**src/rtl/pipe_hazard_ctrl.sv**
```systemverilog
// pipe_hazard_ctrl: hazard, forwarding and stall control for the
// IF -> irbuffer1 -> EX -> irbuffer2 -> MW pipeline. A private scoreboard
// tracks what sits in MW and write-back so EX operands can be forwarded,
// load-use hazards bubbled and data-memory waits frozen.
module pipe_hazard_ctrl #(
  parameter int CNT_W = 16
) (
  input  logic             clk,
  input  logic             rst,
  input  logic [31:0]      ex_instr,
  input  logic             br_taken,
  input  logic             dmem_ready,
  output logic             pc_en,
  output logic             buf1_en,
  output logic             buf1_flush,
  output logic             buf2_en,
  output logic             buf2_bubble,
  output logic [1:0]       fwd_a,
  output logic [1:0]       fwd_b,
  output logic             mem_wait,
  output logic [CNT_W-1:0] stall_cnt,
  output logic [CNT_W-1:0] flush_cnt
);

  localparam logic [6:0] OP_OP   = 7'b0110011;
  localparam logic [6:0] OP_IMM  = 7'b0010011;
  localparam logic [6:0] OP_LD   = 7'b0000011;
  localparam logic [6:0] OP_ST   = 7'b0100011;
  localparam logic [6:0] OP_BR   = 7'b1100011;
  localparam logic [6:0] OP_LUI  = 7'b0110111;
  localparam logic [6:0] OP_AUI  = 7'b0010111;
  localparam logic [6:0] OP_JAL  = 7'b1101111;
  localparam logic [6:0] OP_JALR = 7'b1100111;

  typedef enum logic {RUN, WAIT} state_t;

  state_t     state, state_nx;
  logic [6:0] opc;
  logic [4:0] rd, rs1, rs2;
  logic       uses_rs1, uses_rs2, writes_rd, is_load, is_mem;

  // scoreboard entries for the MW and write-back stages
  logic       mw_vw, mw_ld, mw_mem;
  logic [4:0] mw_rd;
  logic       wb_vw;
  logic [4:0] wb_rd;

  logic       mem_stall, lu, lu1, lu2;

  // funct3/funct7 fields play no part in hazard detection
  logic       unused_fields;
  assign unused_fields = ^{ex_instr[31:25], ex_instr[14:12]};

  assign opc = ex_instr[6:0];
  assign rd  = ex_instr[11:7];
  assign rs1 = ex_instr[19:15];
  assign rs2 = ex_instr[24:20];

  // decode register usage of the instruction in EX; unknown opcodes use nothing
  always_comb begin
    uses_rs1  = 1'b0;
    uses_rs2  = 1'b0;
    writes_rd = 1'b0;
    is_load   = 1'b0;
    is_mem    = 1'b0;
    case (opc)
      OP_OP:   begin uses_rs1 = 1'b1; uses_rs2 = 1'b1; writes_rd = 1'b1; end
      OP_IMM:  begin uses_rs1 = 1'b1; writes_rd = 1'b1; end
      OP_LD:   begin uses_rs1 = 1'b1; writes_rd = 1'b1; is_load = 1'b1; is_mem = 1'b1; end
      OP_ST:   begin uses_rs1 = 1'b1; uses_rs2 = 1'b1; is_mem = 1'b1; end
      OP_BR:   begin uses_rs1 = 1'b1; uses_rs2 = 1'b1; end
      OP_LUI:  writes_rd = 1'b1;
      OP_AUI:  writes_rd = 1'b1;
      OP_JAL:  writes_rd = 1'b1;
      OP_JALR: begin uses_rs1 = 1'b1; writes_rd = 1'b1; end
      default: ;
    endcase
    if (rd == 5'd0) writes_rd = 1'b0;
  end

  // scoreboard advances only when irbuffer2 loads; a bubble enters MW as all zeros
  always_ff @(posedge clk or posedge rst) begin
    if (rst) begin
      mw_vw  <= 1'b0;
      mw_rd  <= 5'd0;
      mw_ld  <= 1'b0;
      mw_mem <= 1'b0;
      wb_vw  <= 1'b0;
      wb_rd  <= 5'd0;
    end else if (buf2_en) begin
      wb_vw <= mw_vw;
      wb_rd <= mw_rd;
      if (buf2_bubble) begin
        mw_vw  <= 1'b0;
        mw_rd  <= 5'd0;
        mw_ld  <= 1'b0;
        mw_mem <= 1'b0;
      end else begin
        mw_vw  <= writes_rd;
        mw_rd  <= rd;
        mw_ld  <= is_load;
        mw_mem <= is_mem;
      end
    end
  end

  // operand forwarding: a non-load MW result wins over write-back data
  always_comb begin
    fwd_a = 2'b00;
    fwd_b = 2'b00;
    if (uses_rs1 && rs1 != 5'd0) begin
      if (mw_vw && mw_rd == rs1 && !mw_ld) fwd_a = 2'b01;
      else if (wb_vw && wb_rd == rs1)      fwd_a = 2'b10;
    end
    if (uses_rs2 && rs2 != 5'd0) begin
      if (mw_vw && mw_rd == rs2 && !mw_ld) fwd_b = 2'b01;
      else if (wb_vw && wb_rd == rs2)      fwd_b = 2'b10;
    end
  end

  assign lu1 = uses_rs1 && rs1 != 5'd0 && mw_rd == rs1;
  assign lu2 = uses_rs2 && rs2 != 5'd0 && mw_rd == rs2;
  assign lu  = mw_vw && mw_ld && (lu1 || lu2);

  // the access in MW stalls everything until the memory answers
  assign mem_stall = !dmem_ready && (state == WAIT || mw_mem);
  assign mem_wait  = (state == WAIT);

  // FSM state register
  always_ff @(posedge clk or posedge rst) begin
    if (rst) state <= RUN;
    else     state <= state_nx;
  end

  // next state and pipeline controls: memory stall > load-use > taken branch
  always_comb begin
    state_nx    = state;
    pc_en       = 1'b1;
    buf1_en     = 1'b1;
    buf1_flush  = 1'b0;
    buf2_en     = 1'b1;
    buf2_bubble = 1'b0;
    case (state)
      RUN:  if (mw_mem && !dmem_ready) state_nx = WAIT;
      WAIT: if (dmem_ready)            state_nx = RUN;
      default: state_nx = RUN;
    endcase
    if (mem_stall) begin
      pc_en   = 1'b0;
      buf1_en = 1'b0;
      buf2_en = 1'b0;
    end else if (lu) begin
      pc_en       = 1'b0;
      buf1_en     = 1'b0;
      buf2_bubble = 1'b1;
    end else if (br_taken && !rst) begin
      buf1_flush = 1'b1;
    end
  end

  // saturating performance counters
  always_ff @(posedge clk or posedge rst) begin
    if (rst) begin
      stall_cnt <= '0;
      flush_cnt <= '0;
    end else begin
      if ((mem_stall || lu) && stall_cnt != '1) stall_cnt <= stall_cnt + CNT_W'(1);
      if (buf1_flush && flush_cnt != '1)        flush_cnt <= flush_cnt + CNT_W'(1);
    end
  end

endmodule

```
**config.mk**
```make
export PLATFORM = sky130hd
export DESIGN_NAME = pipe_hazard_ctrl
export DESIGN_NICKNAME = d
export VERILOG_FILES = /design/src/rtl/pipe_hazard_ctrl.sv
export SDC_FILE = /design/constraint.sdc
export NUM_CORES = 1
export LEC_CHECK = 0
export ABC_AREA = 1
export CAP_MARGIN = 20
export CORE_MARGIN = 2
export CORE_UTILIZATION = 29
export CTS_BUF_LIST = sky130_fd_sc_hd__clkbuf_2
export DETAILED_ROUTE_END_ITERATION = 10
export HOLD_SLACK_MARGIN = 0.15
export PLACE_DENSITY_LB_ADDON = 0.3
export SLEW_MARGIN = 20
export SYNTH_ARGS = -nofsm -noshare
export SYNTH_HDL_FRONTEND = slang
export SYNTH_SLANG_ARGS = --single-unit
```
**constraint.sdc**
```tcl
create_clock -name clk -period 1.5 [get_ports clk]
set_input_delay 0.225 -clock clk [delete_from_list [all_inputs] [get_ports clk]]
set_output_delay 0.225 -clock clk [all_outputs]
set_load 0.02 [all_outputs]
```
* Word level (Yosys, flattened, before mapping)
Cells that the tools add are included.
Word-level totals: register bits after elaboration 47, output and inout port bits 42, logic and storage cells 84
Operators by class: add/subtract/negate cells 2, eq/ne operators 15, multiplexer cells 27, bitwise logic cells 1, reduce and logical (&&, ||, !) cells 30
Operator list (number):
- $add 16x1->16 const B | 2
- $ne 16x16->1 const B | 2
- $eq 7x6->1 const B | 3
- $eq 7x7->1 const B | 3
- $eq 5x5->1 | 4
- $mux 1 | 19
- $logic_and 1x1->1 | 17
- $eq 7x5->1 const B | 2
- $mux 2 | 6
- $reduce_bool 5->1 | 2
- $eq 7x2->1 const B | 1
- $reduce_or 7->1 | 1
- $reduce_or 6->1 | 1
- $logic_not 5->1 | 1
- $mux 5 | 1
- $logic_not 1->1 | 3
- $logic_or 1x1->1 | 3
- $reduce_or 3->1 | 1
- $pmux 1 s2 | 1
- $reduce_or 2->1 | 1
- $not 1->1 | 1

* Logic depth before layout (Yosys ltp)
Gate-level depths: netlist (run 1).
depth after elaboration 10, depth in mapped cells 14, depth with buffers taken out 13

* Least setup slack after synthesis (run 1)
OpenSTA, ideal clock, no wires.
path kind flip-flop to output port, from reg mw_rd[0], to out fwd_a[1], arrival time 1.773 ns, data required time 1.275 ns, path slack -0.498 ns, cell stages (with the launch flop) 8, cells stage by stage dfrtp_1 > inv_2 > nand2_1 > nand2_1 > nor2_1 > nand2_1 > nor2_2 > a2111oi_0
Between the ends: cells in the longest elaborated chain, start to end 5
RTL lines:
- start: declaration | line 44 | logic [4:0] mw_rd;
- start signal: assignment | line 100 | mw_rd <= rd;
- $eq 5x5->1 | line 112 | if (mw_vw && mw_rd == rs1 && !mw_ld) fwd_a = 2'b01;
- $logic_and 1x1->1 (2 in a row) | line 112
- $mux 2 | line 112
- $mux 2 | line 111 | if (uses_rs1 && rs1 != 5'd0) begin
- end: declaration | line 18 | output logic [1:0] fwd_a,
No other way between the ends.

* Worst setup path after layout (run 1)
from reg mw_rd[0], to out buf1_flush
Between the ends: cells in the longest elaborated chain, start to end 6, elaborated cells on any way between the ends 8, those cells by class eq/ne: 2; mux: 2; reduce/logical: 4
RTL lines:
- $eq 5x5->1 (on tied branches) | line 121, 122
- $logic_and 1x1->1 (on tied branches) | line 121, 122
- $logic_or 1x1->1 * | line 123 | assign lu = mw_vw && mw_ld && (lu1 || lu2);
- $logic_and 1x1->1 * | line 123
- $mux 1 * | line 152 | end else if (lu) begin
- $mux 1 * | line 148 | if (mem_stall) begin
- end: declaration | line 15 | output logic buf1_flush,
Mark *: on every way between the ends. The rest lies on a longest branch, timed or not.

==> results of run 1 <==
flip-flops by register name (all words and copies together) (netlist names), 5 cells and up:
name and flops:
flush_cnt 16, mw_rd 5, stall_cnt 16, wb_rd 5
repair_timing:
action | 4_1_cts | 5_1_grt
cloned | 1 | 0
pin swaps | 23 | 17
resized for setup | 195 | 27
endpoints found under the setup margin | 82 | 62
setup buffers | 14 | 9
routing by layer:
layer  up-vias  wire [um]  GRT usage
li1       1718          -          -
met1      1535       4280      0.228
met2        68       4610      0.284
met3         7        370     0.0236
met4         0        101     0.0412
met5         -          0          0
final timing paths:
kind | end | slack (ns) | cells after the start
worst max-delay path | buf1_flush | -0.67 | 12
worst min-delay path | stall_cnt[2]$_DFFE_PP0P_ | 0.18 | 3
worst max register to register | stall_cnt[1]$_DFFE_PP0P_ | -0.55 | 14
worst min register to register | stall_cnt[14]$_DFFE_PP0P_ | 0.54 | 2
max in group asynchronous | stall_cnt[0]$_DFFE_PP0P_ | 0.88 | 4
min in group clk | mw_rd[0]$_DFFE_PP0N_ | 0.34 | 3
area by class of cell:
cell class | count | area, um^2
inverter | 50 | 193
sequential | 47 | 1190
clock buffer | 6 | 30.0
multi-input combinational | 307 | 1880
fill | 1027 | 5340
clock inverter | 2 | 60.1
timing repair buffer | 183 | 1510
antenna | 1 | 2.50
tap | 136 | 170
critical path, stage by stage (launching register included):
cell     delay (ns)
dfrtp_1        0.45
inv_2          0.07
nand2_2        0.06
nand2_2        0.05
nor2_2         0.12
nand2_1        0.07
nor2_2         0.14
nand3_2        0.11
nand2_4        0.10
nand2_4        0.08
nand2_4        0.09
nor3_4         0.04
buf_6          0.13
per-stage QoR:
step | instances | setup WS, ns | total power [W]
floorplan | 417 | -0.197 | 0.00209
global placement | 702 | -1.07 | 0.00273
detailed placement | 702 | -1.09 | 0.00276
CTS | 725 | -0.645 | 0.00362
global route | 732 | -0.794 | 0.00385
finish | 732 | -0.669 | 0.00364
power by group:
| part | internal (W) | switching (W) |
|---|---|---|
| combinational | 0.000617 | 0.000626 |
| clock | 0.000455 | 0.000446 |
| sequential | 0.00139 | 0.000108 |
kinds of logic (layout without fill, tap and decap cells):
kind of cell,count (synthesis),after routing,share of synthesized area
other cells,0,1,0
buf+inv,63,241,0.0879
compound gates,27,27,0.0532
xor+xnor,33,33,0.0931
fa+ha+maj,2,2,0.00806
flops,47,47,0.379
simple gates,245,245,0.379
synthesized netlist by cell type:
master     count  area, um^2
buf_2          2        10.0
nor4_1         4        25.0
xnor2_1       18         158
nor2_2         3        18.8
nand2_2        8        50.1
or2_2          1        6.26
o21ai_0       10        50.1
nor3_1        13        65.1
a21oi_1        4        20.0
xor2_1        15         131
a2111oi_0      1        8.76
dfrtp_1       47        1180
buf_6          2        22.5
nand4_4        1        21.3
nand3_4        1        17.5
nand3_1       28         140
nand2_4        2        22.5
nand2_1      120         450
nor2_4         1        11.3
nor4_4         1        21.3
o21ai_2        4        35.0
nor2_1        30         113
nand4_1       29         181
inv_2         10        37.5
a21oi_2        1        8.76
o21ai_1        3        15.0
nor3_2         2        20.0
inv_1         40         150
clkbuf_1       4        15.0
buf_4          5        37.5
a32oi_1        1        8.76
nand4_2        1        12.5
ha_1           2        25.0
o22ai_1        3        18.8
==> metrics, run 1 <==
count of unique library cells instantiated by Yosys=34; cell area after synthesis=3100 um^2; number of register bits inferred by synthesis=47; leading cell types in the layout, fill and taps excluded=109 x nand2_1, 106 x buf_4, 39 x dfrtp_1, 37 x inv_1, 29 x nand4_1; maximum fanout along the worst path=3; Port-buffer cells=67; 1st-pass router iterations=4; area of placed instances=4730 um^2; worst ir drop on vdd=0.408 mV; Total Nets Final=632; post-route standard cell area excluding fillers=5030 um^2; DRC marker count from the first detailed-route iteration=115; data required time of the critical path=1.27 ns; power density normalized to cell area=724 nW/um^2; core area=10400 um^2; data arrival time of the critical path=1.94 ns; die area=11500 um^2; Avg Vias per Cell=4.55; share of the cycle needed by the critical path after routing=1.45; Post-CTS Hold Fix Bufs=0; global-route wire length before repair=15600 um; HPWL after detailed placement=6990 um; result of the run=finished with violations; cells after synthesis=417; die width=107 um; commonest non-fill, non-tap cell in the layout=nand2_1; area growth from synthesis to layout=62.2%; clock tree from TritonCTS=built; post-layout utilization of the core=0.485; proportion of synthesized chip area in sequential cells=0.379; total via count in the routed design=3328; overall die height=107 um; number of sinks driven by the clock tree=47; initial core utilization=0.299; Max-Cap Viols=0; worst relative slew slack=0.755; total congestion overflow after global routing=0; total global routing track utilization=0.169; number of global-route vias before repair=3311; standby leakage power=2.46 nW; setup clock skew after layout=0.0237 ns; CP Class=reg -> out; largest net degree at the start of global routing=22; launch point of the critical path=mw_rd[0]$_DFFE_PP0N_; clock-pin transition on the worst setup and hold timing paths=0.26 ns; share of layout cells above drive strength 1=0.417; antenna violations before repair=1; post-layout worst setup margin=-0.669 ns; number of setup violations in the final report=49; path category of the worst min-delay check=in -> async; DRT Wirelength=9370 um; cell at the root of the clock tree=clkbuf_2; number of hold violations in the final report=0; type of destination of the critical path=output pin; startpoint of the worst register-to-register path=mw_rd[0]$_DFFE_PP0N_; count of nets left with antenna violations after detail routing=0; detailed-route DRC error count=0; Final TNS setup=-22.16 ns; floorplan row count=37; Final Hold Slack=0.178 ns; clock period minus worst slack=2.17 ns; detailed-route wire length per cell=12.8 um; violations in the final reports=negative setup slack; number of max-slew violations in the final report=0; buffer depth of the longest clock path=2; number of CTS-inserted buffers=5; synthesized net count=455; maximum level of the CTS H-tree=2; latest clock arrival within the worst-skew pair=0.45 ns; unrepaired setup endpoints after global routing=yes; global placer's final weighted congestion=0.897; highest attainable clock frequency=0.461 GHz; YS warnings=0; top-level I/O count=78; startpoint type of the worst setup path=flop; Slew @ Worst Pin=0.364 ns; average size of a mapped cell=7.44 um^2
No activity file was read; power rests on OpenSTA's default activity.
==> run 2: changes to the inputs <==
- PLACE_DENSITY: default -> 0.54
- PLACE_DENSITY_LB_ADDON: 0.3 -> default
==> metrics, run 2 (synthesis gave the netlist of run 1 again) <==
internal portion of total power=0.00237 W (was 0.00246 W); number of setup violations in the final report=49 (unchanged); crit-path leading delay family=buffers and inverters (was simple AND/OR/NAND/NOR gates); area of placed instances=4700 um^2 (was 4730 um^2); die width=107 um (unchanged); share of layout cells above drive strength 1=0.440 (was 0.417); cell type with the highest occurrence count on the critical path=nand2_4 (unchanged); share of total power in sequential cells=0.421 (was 0.412); maximum level of the CTS H-tree=2 (unchanged); cell with the largest stage delay on the worst path=dfrtp_1 (unchanged); clock period minus worst slack=2.08 ns (was 2.17 ns); global placer's final weighted congestion=0.837 (was 0.897); path category of the worst min-delay check=in -> reg (was in -> async); standby leakage power=2.55 nW (was 2.46 nW); maximum fanout along the worst path=5 (was 3); Cell Chain, Critical Path=buf_4 -> nand2_2 -> nand4_1 -> nor2_1 -> nand2_1 -> inv_2 -> nand2_4 -> nand2_4 -> a21oi_4 -> buf_12 -> buf_8 (was inv_2 -> nand2_2 -> nand2_2 -> nor2_2 -> nand2_1 -> nor2_2 -> nand3_2 -> nand2_4 -> nand2_4 -> nand2_4 -> nor3_4 -> buf_6); die area=11500 um^2 (unchanged); worst reg-to-reg path cell count=17 (was 14); delay of the slowest critical-path stage=0.46 ns (was 0.45 ns); Worst Hold Depth=3; total global routing track utilization=0.174 (was 0.169); core area=10400 um^2 (unchanged); power share of the clock group=0.196 (was 0.247); 1st-pass router iterations=4 (unchanged); clock tree from TritonCTS=built (unchanged); Slew @ Worst Pin=0.373 ns (was 0.364 ns); highest attainable clock frequency=0.480 GHz (was 0.461 GHz); startpoint type of the worst setup path=flop (unchanged); number of max-slew violations in the final report=0 (unchanged); largest net degree at the start of global routing=48 (was 22); share of the cycle needed by the critical path after routing=1.39 (was 1.45); detailed-route DRC error count=0 (unchanged); floorplan row count=37 (unchanged); global-route wire length before repair=16200 um (was 15600 um); leading cell types in the layout, fill and taps excluded=106 x buf_4, 104 x nand2_1, 37 x inv_1, 37 x dfrtp_1, 29 x nand4_1 (was 109 x nand2_1, 106 x buf_4, 39 x dfrtp_1, 37 x inv_1, 29 x nand4_1); Total Nets Final=642 (was 632); top-level I/O count=78 (unchanged); count of buffer and inverter cells on the critical path=4 (was 2); Final Hold Slack=0.375 ns (was 0.178 ns); detailed-route wire length per cell=12.7 um (was 12.8 um); antenna violations before repair=1 (unchanged); area growth from synthesis to layout=69.9% (was 62.2%); post-layout worst setup margin=-0.584 ns (was -0.669 ns); number of global-route vias before repair=3450 (was 3311); type of destination of the critical path=output pin (unchanged); clock-pin transition on the worst setup and hold timing paths=0.24 ns (was 0.26 ns); combinational fraction of design power=0.383 (was 0.341); latest clock arrival within the worst-skew pair=0.42 ns (was 0.45 ns); worst reg-to-reg setup slack=-0.50 ns (was -0.55 ns); buffer depth of the longest clock path=2 (unchanged); total via count in the routed design=3391 (was 3328); Port-buffer cells=67 (unchanged); destination of the worst register-to-register timing path=stall_cnt[6]$_DFFE_PP0P_ (was stall_cnt[1]$_DFFE_PP0P_); DRT Wirelength=9450 um (was 9370 um); overall die height=107 um (unchanged); Avg Vias per Cell=4.57 (was 4.55); initial core utilization=0.299 (unchanged); Hold Path Sink=mw_rd[3]$_DFFE_PP0N_; CP Class=reg -> out (unchanged); setup clock skew after layout=0.0314 ns (was 0.0237 ns); cell at the root of the clock tree=clkbuf_2 (unchanged); number of hold violations in the final report=0 (unchanged); DRC marker count from the first detailed-route iteration=86 (was 115); Max-Cap Viols=0 (unchanged); worst hold path startpoint=ex_instr[10]; data arrival time of the critical path=1.86 ns (was 1.94 ns); violations in the final reports=negative setup slack (unchanged); switching portion of total power=0.332 (was 0.324); number of CTS-inserted buffers=5 (unchanged); result of the run=finished with violations (unchanged); power density normalized to cell area=672 nW/um^2 (was 724 nW/um^2); total congestion overflow after global routing=0 (unchanged); startpoint of the worst register-to-register path=mw_rd[0]$_DFFE_PP0N_ (unchanged); data required time of the critical path=1.27 ns (about the same); post-route standard cell area excluding fillers=5270 um^2 (was 5030 um^2); count of nets left with antenna violations after detail routing=0 (unchanged); registers with the most flip-flops=flush_cnt x16, stall_cnt x16 (unchanged); HPWL after detailed placement=6800 um (was 6990 um); worst relative slew slack=0.749 (was 0.755); worst ir drop on vdd=0.573 mV (was 0.408 mV); unrepaired setup endpoints after global routing=yes (unchanged); number of sinks driven by the clock tree=47 (unchanged); commonest non-fill, non-tap cell in the layout=buf_4 (was nand2_1); switching power summed over all nets=0.00118 W (about the same)
-- run 2: how the worst max path moves through the flow --
stage | startpoint | endpoint | slack [ns] | depth (start not counted)
3_5_place_dp | ex_instr[6] | buf1_en | -1.04 | 11
5_1_grt | mw_rd[1]$_DFFE_PP0N_ | buf1_flush | -0.75 | 12
6_report | mw_rd[0]$_DFFE_PP0N_ | buf1_en | -0.58 | 11
2_1_floorplan | stall_cnt[0]$_DFFE_PP0P_ | stall_cnt[2]$_DFFE_PP0P_ | -0.20 | 10
4_1_cts | mw_rd[4]$_DFFE_PP0N_ | buf1_en | -0.66 | 8
3_3_place_gp | ex_instr[3] | pc_en | -1.03 | 11
-- run 2: through the flow --
stage | power (W) | util | setup slack (ns) | instances | setup TNS (ns)
final | 0.00355 | 0.509 | -0.584 | 742 | -17.90
after global routing | 0.00378 | 0.509 | -0.749 | 742 | -24.61
after CTS | 0.00352 | 0.495 | -0.657 | 734 | -18.45
after detailed placement | 0.00276 | 0.453 | -1.04 | 699 | -35.40
after global placement | 0.00274 | 0.453 | -1.03 | 699 | -34.68
after floorplan | 0.00209 | - | -0.197 | 417 | -4.12
-- run 2: what timing repair did --
action | 4_1_cts | 5_1_grt
endpoints found under the setup margin | 82 | 61
resized for setup | 191 | 51
hold buffers | 0 | 0
pin swaps | 16 | 18
cloned | 4 | 1
setup buffers | 23 | 11
-- run 2: tightest hold or removal path, cell delays in order --
cell and delay, ns:
clkdlybuf4s50_1 0.39, inv_1 0.10, o22ai_2 0.08
-- run 2: cell type report --
type	count	area, um^2
fillers	997	5100
multi-input cells	310	2000
repair buffers	190	1660
flip-flops and latches	47	1190
inverters	50	190
well taps	136	170
clock inverters	3	38.8
clock buffers	5	25.0
diodes	1	2.50
-- run 2: power groups by stage --
stage | Combinational, W | Sequential [W] | Clock, W
global route | 0.00149 | 0.00151 | 0.000776
floorplan | 0.000429 | 0.00167 | 0
detailed placement | 0.00122 | 0.00154 | 0
finish | 0.00136 | 0.00149 | 0.000696
global placement | 0.00120 | 0.00153 | 0
CTS | 0.00131 | 0.00149 | 0.000726
-- run 2: routing by layer --
layer,part of all wire,global-route usage,vias up,wire (um)
li1,-,-,1746,-
met1,0.46,0.227,1576,4340
met2,0.50,0.305,62,4690
met3,0.034,0.0230,7,324
met4,0.0098,0.0403,0,93
met5,0,0,-,0
==> run 3: changes to the inputs <==
- CORE_UTILIZATION: 29 -> 46
- PLACE_DENSITY: 0.54 -> 0.79
==> metrics, run 3 (synthesis gave the netlist of run 1 again) <==
die width=86.2 um (was 107 um); standby leakage power=2.54 nW (was 2.55 nW); maximum fanout along the worst path=3 (was 5); area growth from synthesis to layout=69.7% (was 69.9%); worst ir drop on vdd=0.485 mV (was 0.573 mV); die area=7420 um^2 (was 11500 um^2); number of sinks driven by the clock tree=47 (unchanged); clock period minus worst slack=2.27 ns (was 2.08 ns); registers with the most flip-flops=flush_cnt x16, stall_cnt x16 (unchanged); total congestion overflow after global routing=0 (unchanged); floorplan row count=29 (was 37); antenna violations before repair=0 (was 1); power density normalized to cell area=698 nW/um^2 (was 672 nW/um^2); unrepaired setup endpoints after global routing=yes (unchanged); Antenna Diode Count=0 (was 1); data arrival time of the critical path=2.05 ns (was 1.86 ns); Avg Vias per Cell=5.74 (was 4.57); crit-path leading delay family=simple AND/OR/NAND/NOR gates (was buffers and inverters); Cell Chain, Critical Path=xor2_1 -> nor4_1 -> nand3_1 -> a21oi_2 -> buf_4 (was buf_4 -> nand2_2 -> nand4_1 -> nor2_1 -> nand2_1 -> inv_2 -> nand2_4 -> nand2_4 -> a21oi_4 -> buf_12 -> buf_8); result of the run=finished with violations (unchanged); clock tree from TritonCTS=built (unchanged); setup clock skew after layout=0.0423 ns (was 0.0314 ns); Final TNS setup=-27.39 ns (was -17.90 ns); cell at the root of the clock tree=clkbuf_2 (unchanged); initial core utilization=0.483 (was 0.299); DRT Wirelength=12100 um (was 9450 um); Power Total=0.00367 W (was 0.00355 W); delay of the slowest critical-path stage=0.49 ns (was 0.46 ns); 1st-pass router iterations=5 (was 4); global-route wire length before repair=17400 um (was 16200 um); detailed-route DRC error count=0 (unchanged); detailed-route wire length per cell=17.7 um (was 12.7 um); total via count in the routed design=3914 (was 3391); top-level I/O count=78 (unchanged); HPWL after detailed placement=6500 um (was 6800 um); DRC marker count from the first detailed-route iteration=273 (was 86); Storage cell area=1190 um^2 (about the same); number of CTS-inserted buffers=5 (unchanged); core area=6420 um^2 (was 10400 um^2); number of global-route vias before repair=3805 (was 3450); total global routing track utilization=0.296 (was 0.174); Post-CTS Hold Fix Bufs=0 (unchanged); type of destination of the critical path=output pin (unchanged); count of nets left with antenna violations after detail routing=0 (unchanged); Max-Cap Viols=0 (unchanged); FILL cells=356 (was 997); worst relative slew slack=0.718 (was 0.749); buffer depth of the longest clock path=2 (unchanged); path category of the worst min-delay check=in -> reg (unchanged); Final Hold Slack=0.223 ns (was 0.375 ns); clock-pin transition on the worst setup and hold timing paths=0.29 ns (was 0.24 ns); met1 routing resource usage after global routing=0.346 (was 0.227); Slew @ Worst Pin=0.420 ns (was 0.373 ns); highest attainable clock frequency=0.440 GHz (was 0.480 GHz); Total Nets Final=642 (unchanged); count of buffer and inverter cells on the critical path=1 (was 4); number of max-slew violations in the final report=0 (unchanged); startpoint type of the worst setup path=flop (unchanged); maximum level of the CTS H-tree=2 (unchanged); data required time of the critical path=1.27 ns (about the same); met3 track demand over resource=0.0529 (was 0.0230); number of hold violations in the final report=0 (unchanged); footprint of the multi-input gates=2060 um^2 (was 2000 um^2); share of the cycle needed by the critical path after routing=1.52 (was 1.39); largest net degree at the start of global routing=48 (unchanged); share of layout cells above drive strength 1=0.448 (was 0.440); global placer's final weighted congestion=0.911 (was 0.837); global routing usage on met2=0.521 (was 0.305); number of setup violations in the final report=49 (unchanged); overall die height=86.2 um (was 107 um); commonest non-fill, non-tap cell in the layout=nand2_1 (was buf_4); latest clock arrival within the worst-skew pair=0.47 ns (was 0.42 ns); CP Class=reg -> out (unchanged); post-layout worst setup margin=-0.774 ns (was -0.584 ns); leading cell types in the layout, fill and taps excluded=102 x nand2_1, 98 x buf_4, 38 x dfrtp_1, 37 x inv_1, 32 x buf_6 (was 106 x buf_4, 104 x nand2_1, 37 x inv_1, 37 x dfrtp_1, 29 x nand4_1); Post-Place Setup Slack=-1.03 ns (was -1.04 ns); busiest layer in global routing=met2 (unchanged); violations in the final reports=negative setup slack (unchanged); cell with the largest stage delay on the worst path=dfrtp_1 (unchanged); Port-buffer cells=67 (unchanged)
run 3: changes by cell type in the layout (fill, tap and decap cells not counted), sizes merged:
| cell | previous run | this run |
|---|---|---|
| diode | 1 | 0 |
| clkinv | 2 | 1 |
| inv | 50 | 51 |
| clkdlybuf4s15 | 0 | 5 |
| buf | 153 | 152 |
| dlygate4sd2 | 7 | 2 |
| dlymetal6s2s | 0 | 1 |
| clkbuf | 10 | 11 |
| clkdlybuf4s50 | 25 | 24 |
run 3: final timing paths:
| check | startpoint | endpoint | slack [ns] | cells after the start |
|---|---|---|---|---|
| worst max-delay path | wb_rd[2]$_DFFE_PP0N_ | fwd_b[1] | -0.77 | 5 |
| worst min-delay path | ex_instr[2] | mw_mem$_DFFE_PP0N_ | 0.22 | 6 |
| worst max register to register | mw_rd[2]$_DFFE_PP0N_ | stall_cnt[13]$_DFFE_PP0P_ | -0.64 | 14 |
| worst min register to register | flush_cnt[12]$_DFFE_PP0P_ | flush_cnt[12]$_DFFE_PP0P_ | 0.56 | 2 |
| max in group asynchronous | rst | flush_cnt[0]$_DFFE_PP0P_ | 0.97 | 4 |
| min in group asynchronous | rst | flush_cnt[15]$_DFFE_PP0P_ | 0.26 | 4 |
run 3: report_power, final:
group          leakage [nW]  total (W)  switching [W]  internal (W)
Sequential            0.611    0.00151       0.000122       0.00139
Clock                0.0410   0.000753       0.000471      0.000282
Combinational          1.88    0.00141       0.000704      0.000703
run 3: cell type report:
type	instances	share of cell area
clock inverters	3	0.00808
repair buffers	190	0.315
inverters	50	0.0361
flip-flops and latches	47	0.225
well taps	77	0.0183
clock buffers	5	0.00475
multi-input cells	310	0.392
run 3: worst reg2reg max path, stage by stage (launching register included):
cell and delay, ns:
dfrtp_1 0.50, xnor2_1 0.22, nand2_2 0.10, nor2_4 0.14, nand3_4 0.10, nand2_4 0.12, nand2_4 0.09, nand2_4 0.09
buf_4 0.11, buf_6 0.08, buf_6 0.09, buf_12 0.17, nand2_8 0.11, nand2_4 0.09, nand2_2 0.05
run 3: timing repair:
action / in CTS / in global routing
buffers inserted: 32 / 20
cloned: 5 / 0
resized for setup: 204 / 68
setup endpoints to repair: 82 / 67
pin swaps: 28 / 19
run 3: per-layer routing:
| layer | vias to the layer above | routed length [um] |
|---|---|---|
| li1 | 1736 | - |
| met1 | 1868 | 4420 |
| met2 | 236 | 6130 |
| met3 | 74 | 957 |
| met4 | 0 | 578 |
| met5 | - | 0 |
run 3: through the flow:
stage               cell area [um^2]   util  instances
finish                          5270  0.820        682
detailed placement              4540  0.706        627
CTS                             5070  0.790        670
global placement                4540  0.706        627
global route                    5270  0.820        682
floorplan                       3250      -        417
